[src/rtl/prod_accum_pkg.sv]
// Shared types and default widths for the product accumulator.
// Optional saturation is selected with the PROD_ACCUM_SAT_EN macro.
package prod_accum_pkg;

  localparam int P_W   = 32;
  localparam int ACC_W = 40;
  localparam int LEN_W = 8;

  localparam logic [ACC_W-1:0] ACC_MAX = {ACC_W{1'b1}};

  typedef enum logic [1:0] {
    IDLE  = 2'd0,
    ACCUM = 2'd1,
    HOLD  = 2'd2
  } state_t;

endpackage

[src/rtl/prod_accum_acc_adder.sv]
// Combinational accumulator adder with carry out of ACC_W.
// With PROD_ACCUM_SAT_EN defined the result clamps to all-ones on carry.
module acc_adder #(
  parameter int P_W   = prod_accum_pkg::P_W,
  parameter int ACC_W = prod_accum_pkg::ACC_W
) (
  input  logic [ACC_W-1:0] acc,
  input  logic [P_W-1:0]   p,
  output logic [ACC_W-1:0] sum,
  output logic             carry
);

  localparam int SUM_W = ACC_W + 1;

  logic [SUM_W-1:0] full;

`ifdef PROD_ACCUM_SAT_EN
  // Once clamped, any further non-zero add carries again, so the clamp is self-sustaining.
  function automatic logic [ACC_W-1:0] sat_clamp(input logic [SUM_W-1:0] x);
    return x[ACC_W] ? {ACC_W{1'b1}} : x[ACC_W-1:0];
  endfunction
`else
  function automatic logic [ACC_W-1:0] wrap_mod(input logic [SUM_W-1:0] x);
    return x[ACC_W-1:0];
  endfunction
`endif

  assign full  = {1'b0, acc} + SUM_W'(p);
  assign carry = full[ACC_W];

`ifdef PROD_ACCUM_SAT_EN
  assign sum = sat_clamp(full);
`else
  assign sum = wrap_mod(full);
`endif

endmodule

[src/rtl/prod_accum.sv]
// Frame accumulator for the approximate multiplier product stream.
// Saturating add instead of modulo wrap when PROD_ACCUM_SAT_EN is defined.
module prod_accum #(
  parameter int P_W   = prod_accum_pkg::P_W,
  parameter int ACC_W = prod_accum_pkg::ACC_W,
  parameter int LEN_W = prod_accum_pkg::LEN_W
) (
  input  logic             clk,
  input  logic             rst,
  input  logic             start,
  input  logic [LEN_W-1:0] len,
  input  logic [P_W-1:0]   p_in,
  input  logic             p_valid,
  output logic             p_ready,
  output logic [ACC_W-1:0] sum_out,
  output logic             sum_valid,
  input  logic             sum_ready,
  output logic             busy,
  output logic             ovf
);

  import prod_accum_pkg::*;

  state_t             state;
  logic [ACC_W-1:0]   acc_p0;
  logic [LEN_W-1:0]   cnt_p0;
  logic               flag_p0;
  logic               vld_p0;
  logic [ACC_W-1:0]   add_sum;
  logic               add_carry;

  assign p_ready = (state == ACCUM);
  assign vld_p0  = p_valid & p_ready;

  acc_adder #(
    .P_W   (P_W),
    .ACC_W (ACC_W)
  ) u_acc_adder (
    .acc   (acc_p0),
    .p     (p_in),
    .sum   (add_sum),
    .carry (add_carry)
  );

  // Frame control: the final transfer writes the completed sum straight to the output register.
  always_ff @(posedge clk or posedge rst) begin
    if (rst) begin
      state     <= IDLE;
      acc_p0    <= '0;
      cnt_p0    <= '0;
      flag_p0   <= 1'b0;
      sum_out   <= '0;
      sum_valid <= 1'b0;
      busy      <= 1'b0;
      ovf       <= 1'b0;
    end else begin
      case (state)
        IDLE: begin
          if (start) begin
            busy <= 1'b1;
            if (len != '0) begin
              state   <= ACCUM;
              acc_p0  <= '0;
              cnt_p0  <= len;
              flag_p0 <= 1'b0;
            end else begin
              state     <= HOLD;
              sum_out   <= '0;
              sum_valid <= 1'b1;
              ovf       <= 1'b0;
            end
          end
        end
        ACCUM: begin
          if (vld_p0) begin
            acc_p0  <= add_sum;
            cnt_p0  <= cnt_p0 - LEN_W'(1);
            flag_p0 <= flag_p0 | add_carry;
            if (cnt_p0 == LEN_W'(1)) begin
              state     <= HOLD;
              sum_out   <= add_sum;
              sum_valid <= 1'b1;
              ovf       <= flag_p0 | add_carry;
            end
          end
        end
        HOLD: begin
          if (sum_ready) begin
            state     <= IDLE;
            sum_valid <= 1'b0;
            busy      <= 1'b0;
          end
        end
        default: begin
          state     <= IDLE;
          sum_valid <= 1'b0;
          busy      <= 1'b0;
        end
      endcase
    end
  end

endmodule
[config.mk]
export PLATFORM = sky130hd
export DESIGN_NAME = prod_accum
export DESIGN_NICKNAME = d
export VERILOG_FILES = /design/src/rtl/prod_accum_pkg.sv /design/src/rtl/prod_accum_acc_adder.sv /design/src/rtl/prod_accum.sv
export SDC_FILE = /design/constraint.sdc
export NUM_CORES = 1
export LEC_CHECK = 0
export ABC_CLOCK_PERIOD_IN_PS = 3400
export BUFFER_PORTS_ARGS = -buffer_cell sky130_fd_sc_hd__clkbuf_2
export CORE_UTILIZATION = 30
export DETAILED_ROUTE_END_ITERATION = 6
export SLEW_MARGIN = 20
export SYNTH_ARGS = -nofsm -noshare
export SYNTH_HDL_FRONTEND = slang
export SYNTH_HIERARCHICAL = 1
export SYNTH_SLANG_ARGS = --single-unit
[constraint.sdc]
create_clock -name clk -period 3.4 [get_ports clk]
set_input_delay 0.85 -clock clk [delete_from_list [all_inputs] [get_ports clk]]
set_output_delay 0.85 -clock clk [all_outputs]
set_load 0.03 [all_outputs]
=== Word level (Yosys, flattened, before mapping) ===
Index checks and enable logic that the tools add are counted.

* Add/subtract/negate cells: 2
* Equality and inequality tests: 9
* Multiplexer cells: 36
* Bitwise operators: 3
* Reductions and logical operators: 8

{| class="wikitable"
|+ Operator list
! cell !! number
|-
| $mux 40 || 7
|-
| $pmux 40 s2 || 2
|-
| $add 40x32->41 || 1
|-
| $mux 8 || 3
|-
| $pmux 8 s2 || 1
|-
| $mux 1 || 13
|-
| $mux 2 || 5
|-
| $reduce_and 5->1 || 2
|-
| $eq 8x1->1 const B || 1
|-
| $ne 2x2->1 const B || 4
|-
| $reduce_and 4->1 || 2
|-
| $reduce_bool 8->1 || 1
|-
| $sub 8x1->8 const B || 1
|-
| $pmux 1 s3 || 2
|-
| $pmux 2 s3 || 1
|-
| $ne 2x1->1 const B || 2
|-
| $pmux 1 s2 || 2
|-
| $reduce_and 3->1 || 1
|-
| $eq 2x1->1 const B || 1
|-
| $eq 2x2->1 const B || 1
|-
| $logic_not 2->1 || 1
|-
| $reduce_bool 2->1 || 1
|-
| $and 1x1->1 || 1
|-
| $not 1->1 || 1
|-
| $or 1x1->1 || 1
|}

* Bits in registers: 94
* Input bits: 45
* Output and inout port bits: 44
* Logic and storage cells: 66

=== Depth between registers and ports, before layout ===
* Depth after elaboration: 5
* Gate-level depth with buffers: 12
* Mapped depth without buffers: 12

=== Hierarchy ===
Netlist, hierarchy kept.

{| class="wikitable"
|+ By module, submodules not included
! module !! times used !! cells an instance !! area each (µm²) !! seq. area each (µm²)
|-
| prod_accum || 1 || 374 || 4082.7 || 2352.3
|-
| acc_adder || 1 || 284 || 1980.6 || 0.0
|}

=== Worst setup path after synthesis ===
Ideal clock, no wire load.

* Path kind: input port to flip-flop
* Start point: in p_in[0]
* End point: reg sum_out[22]
* Setup time: 127 ps
* Data arrival time: 3095 ps
* Required time: 3273 ps
* Setup slack: 178 ps
* Stages: 11
* Path buffers: 0
* Path through: ha_1 fa_1 a21o_1 a221oi_2 or3_4 a21boi_2 a211oi_1 nor2_1 xor2_1 and2_1 mux2_1

* Word-level cells in the longest chain between the ends: 4

{| class="wikitable"
|+ RTL lines
! what !! line !! text
|-
| start, declared || prod_accum.sv:12 || <nowiki>input logic [P_W-1:0] p_in,</nowiki>
|-
| $add 40x32->41 || prod_accum_acc_adder.sv:28 || <nowiki>assign full = {1'b0, acc} + SUM_W'(p);</nowiki>
|-
| via add_sum[22] || prod_accum.sv:29 || <nowiki>logic [ACC_W-1:0] add_sum;</nowiki>
|-
| $mux 40 || prod_accum.sv:79 || <nowiki>if (cnt_p0 == LEN_W'(1)) begin</nowiki>
|-
| $mux 40 || prod_accum.sv:75 || <nowiki>if (vld_p0) begin</nowiki>
|-
| $pmux 40 s2 || prod_accum.sv:57 || <nowiki>case (state)</nowiki>
|-
| end signal, assigned || prod_accum.sv:81 || <nowiki>sum_out <= add_sum;</nowiki>
|-
| end, declared || prod_accum.sv:15 || <nowiki>output logic [ACC_W-1:0] sum_out,</nowiki>
|}

The timed path passes the listed nets, and every way through them passes these cells. The select of a mux whose other input is x is not followed.
A chain may end at the register's enable or synchronous reset.

=== Worst setup path in the final report ===
* Start point: in p_in[4]
* End point: reg sum_out[34]

Same word-level chain as after synthesis.

==> qor.txt <==
Setup CP Type = in -> reg
Starting DRC count in detailed routing = 244
Critical path origin = p_in[4]
Setup crit end = sum_out[34]
Fillers = 2,075
Post-DP Area = 0.007010 mm2
Register-to-Register Path Depth = 13
Post-synth EDFFs = 0
CP required = 3.67 ns
Leakage = 3.490 nW
Fin. Hold Viols = 0
R2R setup slack = 0.39 ns
Synthesis-to-finish area growth = 21.05%
DR pass1 iterations = 4
Die area = 0.02078 mm2
Clock root buffer = clkbuf_16
Ys flop type = dfrtp_1
Cells after synthesis = 658
Hold Path Class = reg -> reg
Via Count = 4,964
Core area = 0.01965 mm2
TritonCTS clock tree = built
Final worst path period need = 3.200 ns
DIE HEIGHT = 144.2 um
Overall Power = 5.229 mW
Final ANT Viol Nets = 0
Area leader, netlist = dfrtp_1
Io pins = 89
# setup viols final = 0
Synth Warn # = 6
RSZ-0062 raised after global routing = false
Sink Count = 94
Slew Viols, Final = 0
Worst skew pair latency = 0.36 ns
RR Startpoint = acc_p0[4]
Clock Skews = 0.01102 ns
Placer Congestion = 0.8028
Final Util = 37.34%
Top-area cell type share of the netlist area = 38.79%
Dpl ws = -0.1573 ns
Cell area after layout = 0.007340 mm2
Setup ws final = 0.2002 ns
Crit path launch type = input port
Arrival @ worst endpoint = 3.47 ns
Rel. slew slack = 57.42%
Drt wl/cell = 14.36 um
Clock transition at the registers of the reported paths = 0.06 ns
Largest cells by area after synthesis = dfrtp_1 39%, ha_1 7.0%, nand2_1 6.5%, mux2i_1 5.6%, a21oi_1 3.7%
Synthesis-stage register bit count = 94
WL final = 14,950 um
Top cells by count, synth = 105 x nand2_1, 94 x dfrtp_1, 45 x a21oi_1, 45 x inv_1, 43 x o21ai_0
Status = finished, final reports clean
Total gr overflow = 0
Max VDD drop = 608.5 uV
Drt drc = 0
Max Cap Violations = 0
Register area share after synthesis = 38.79%
Yosys cell types = 69
Top-count cell post-synth = nand2_1
Fin nets = 850
Initial antenna violation count = 0
Async S/R FF share, synth = 100.0%
CP Max Fanout = 5
Post-Layout Cell Count = 1,041
Mapped Area = 0.006063 mm2
Worst-margin pin slew = 0.6345 ns
Share of layout cells above drive strength 1 = 22.71%
Syn_area_per_cell = 9.215 um2
CP Capture Type = flop
Rows = 51
Period utilization = 94.11%
Inst Count DP = 1,024
Vias in the first global route = 4,776
Post-DP HPWL = 11,020 um
Max Root-Sink Buffers = 2
Reg-to-reg endpoint = sum_out[34]
DR vias/cell = 4.768
Starting density of the core = 30.85%
Die W = 144.2 um
Syn Nets = 738
Number of buffers added on ports = 88
First-pass GRT wire length = 24,010 um
Largest net degree at the start of global routing = 58
Max frequency = 312.5 MHz
Postcts setup bufs = 0
Power density over cell area = 712.5 mW/mm2
Total CTS buffers = 9
H-tree level count = 3
GRT Resource Usage Total = 15.13%
[how the worst min path moves through the flow]
stage / from / end / slack, ns / cells past startpoint
floorplan: acc_p0[0] / acc_p0[0] / 0.46 / 2
global placement: acc_p0[26] / acc_p0[26] / 0.47 / 2
detailed placement: sum_out[20] / sum_out[20] / 0.47 / 1
CTS: sum_out[20] / sum_out[20] / 0.49 / 1
global route: acc_p0[11] / acc_p0[11] / 0.51 / 2
finish: sum_out[20] / sum_out[20] / 0.48 / 1
[stage by stage]
stage / setup TNS, ns / hold slack, ns
6_report: 0 / 0.4848
2_1_floorplan: 0 / 0.4563
3_3_place_gp: -1.302 / 0.4703
4_1_cts: 0 / 0.4890
3_5_place_dp: -2.040 / 0.4745
5_1_grt: 0 / 0.5111
[kinds of logic (layout without fill, tap and decap cells)]
logic type / after synthesis / after routing / synth area share, %
AOI/OAI and AO/OA: 161 / 161 / 17.56
xor gates and xnor gates: 32 / 32 / 4.622
adders and majority gates: 35 / 35 / 7.346
buffers and inverters: 74 / 191 / 5.448
DFF: 94 / 94 / 38.79
muxes: 53 / 53 / 9.142
other: 0 / 1 / 0
and+or+nand+nor: 209 / 209 / 17.09
[layout make-up]
| type | instances | area, um2 | area share, % |
|---|---|---|---|
| multi-input cells | 490 | 3387 | 46.15 |
| flip-flops and latches | 94 | 2352 | 32.05 |
| repair buffers | 128 | 765.7 | 10.43 |
| well taps | 265 | 331.6 | 4.518 |
| clock buffers | 14 | 284.0 | 3.870 |
| inverters | 47 | 178.9 | 2.438 |
| clock inverters | 2 | 37.54 | 0.5114 |
| diodes | 1 | 2.502 | 0.03409 |
[flip-flops by register name, summed over array words and instances, names as in the netlist]
signal,flops
acc_p0,40
busy,1
cnt_p0,8
flag_p0,1
ovf,1
state,2
sum_out,40
sum_valid,1
[worst max-delay path, stage by stage]
cell       delay [ns]
clkbuf_2         0.08
ha_1             0.37
and3_1           0.20
a221oi_2         0.07
buf_4            0.15
or3_4            0.41
nand2_4          0.08
a31oi_4          0.10
o21a_4           0.26
buf_4            0.14
a2111oi_2        0.34
xor2_1           0.18
nand2_1          0.09
mux2i_1          0.16
[per-layer routing]
metal	global-route usage [%]	wire [um]	vias to the layer above
met5	0	0	-
met4	6.150	220	0
met3	3.841	810	12
met2	23.24	6661	87
met1	20.17	7255	2324
li1	-	-	2541
[cells in the final DEF (no fill, tap or decap), types with 8 or more instances in the layout]
| cell type | n |
|---|---|
| a21o_1 | 14 |
| a21oi_1 | 45 |
| and2_1 | 9 |
| buf_4 | 38 |
| clkbuf_16 | 9 |
| clkbuf_2 | 88 |
| dfrtp_1 | 94 |
| ha_1 | 34 |
| inv_1 | 44 |
| mux2_1 | 8 |
| mux2_2 | 11 |
| mux2i_1 | 34 |
| nand2_1 | 105 |
| nand3_1 | 9 |
| nand4_1 | 8 |
| nor2_1 | 30 |
| nor3_1 | 10 |
| o21ai_0 | 43 |
| o21ai_1 | 8 |
| xnor2_1 | 21 |
| xor2_1 | 11 |
[what timing repair did]
| item | 4_1_cts | 5_1_grt |
|---|---|---|
| hold buffers | 0 | 0 |
| resized for setup | 0 | 1 |
| endpoints found under the setup margin | 0 | 2 |
[report_power, final]
group          switching [mW]  internal (mW)
Combinational            1.53           1.01
Clock                   0.441          0.651
Sequential              0.202           1.39
(Power assumes the default switching activity.)
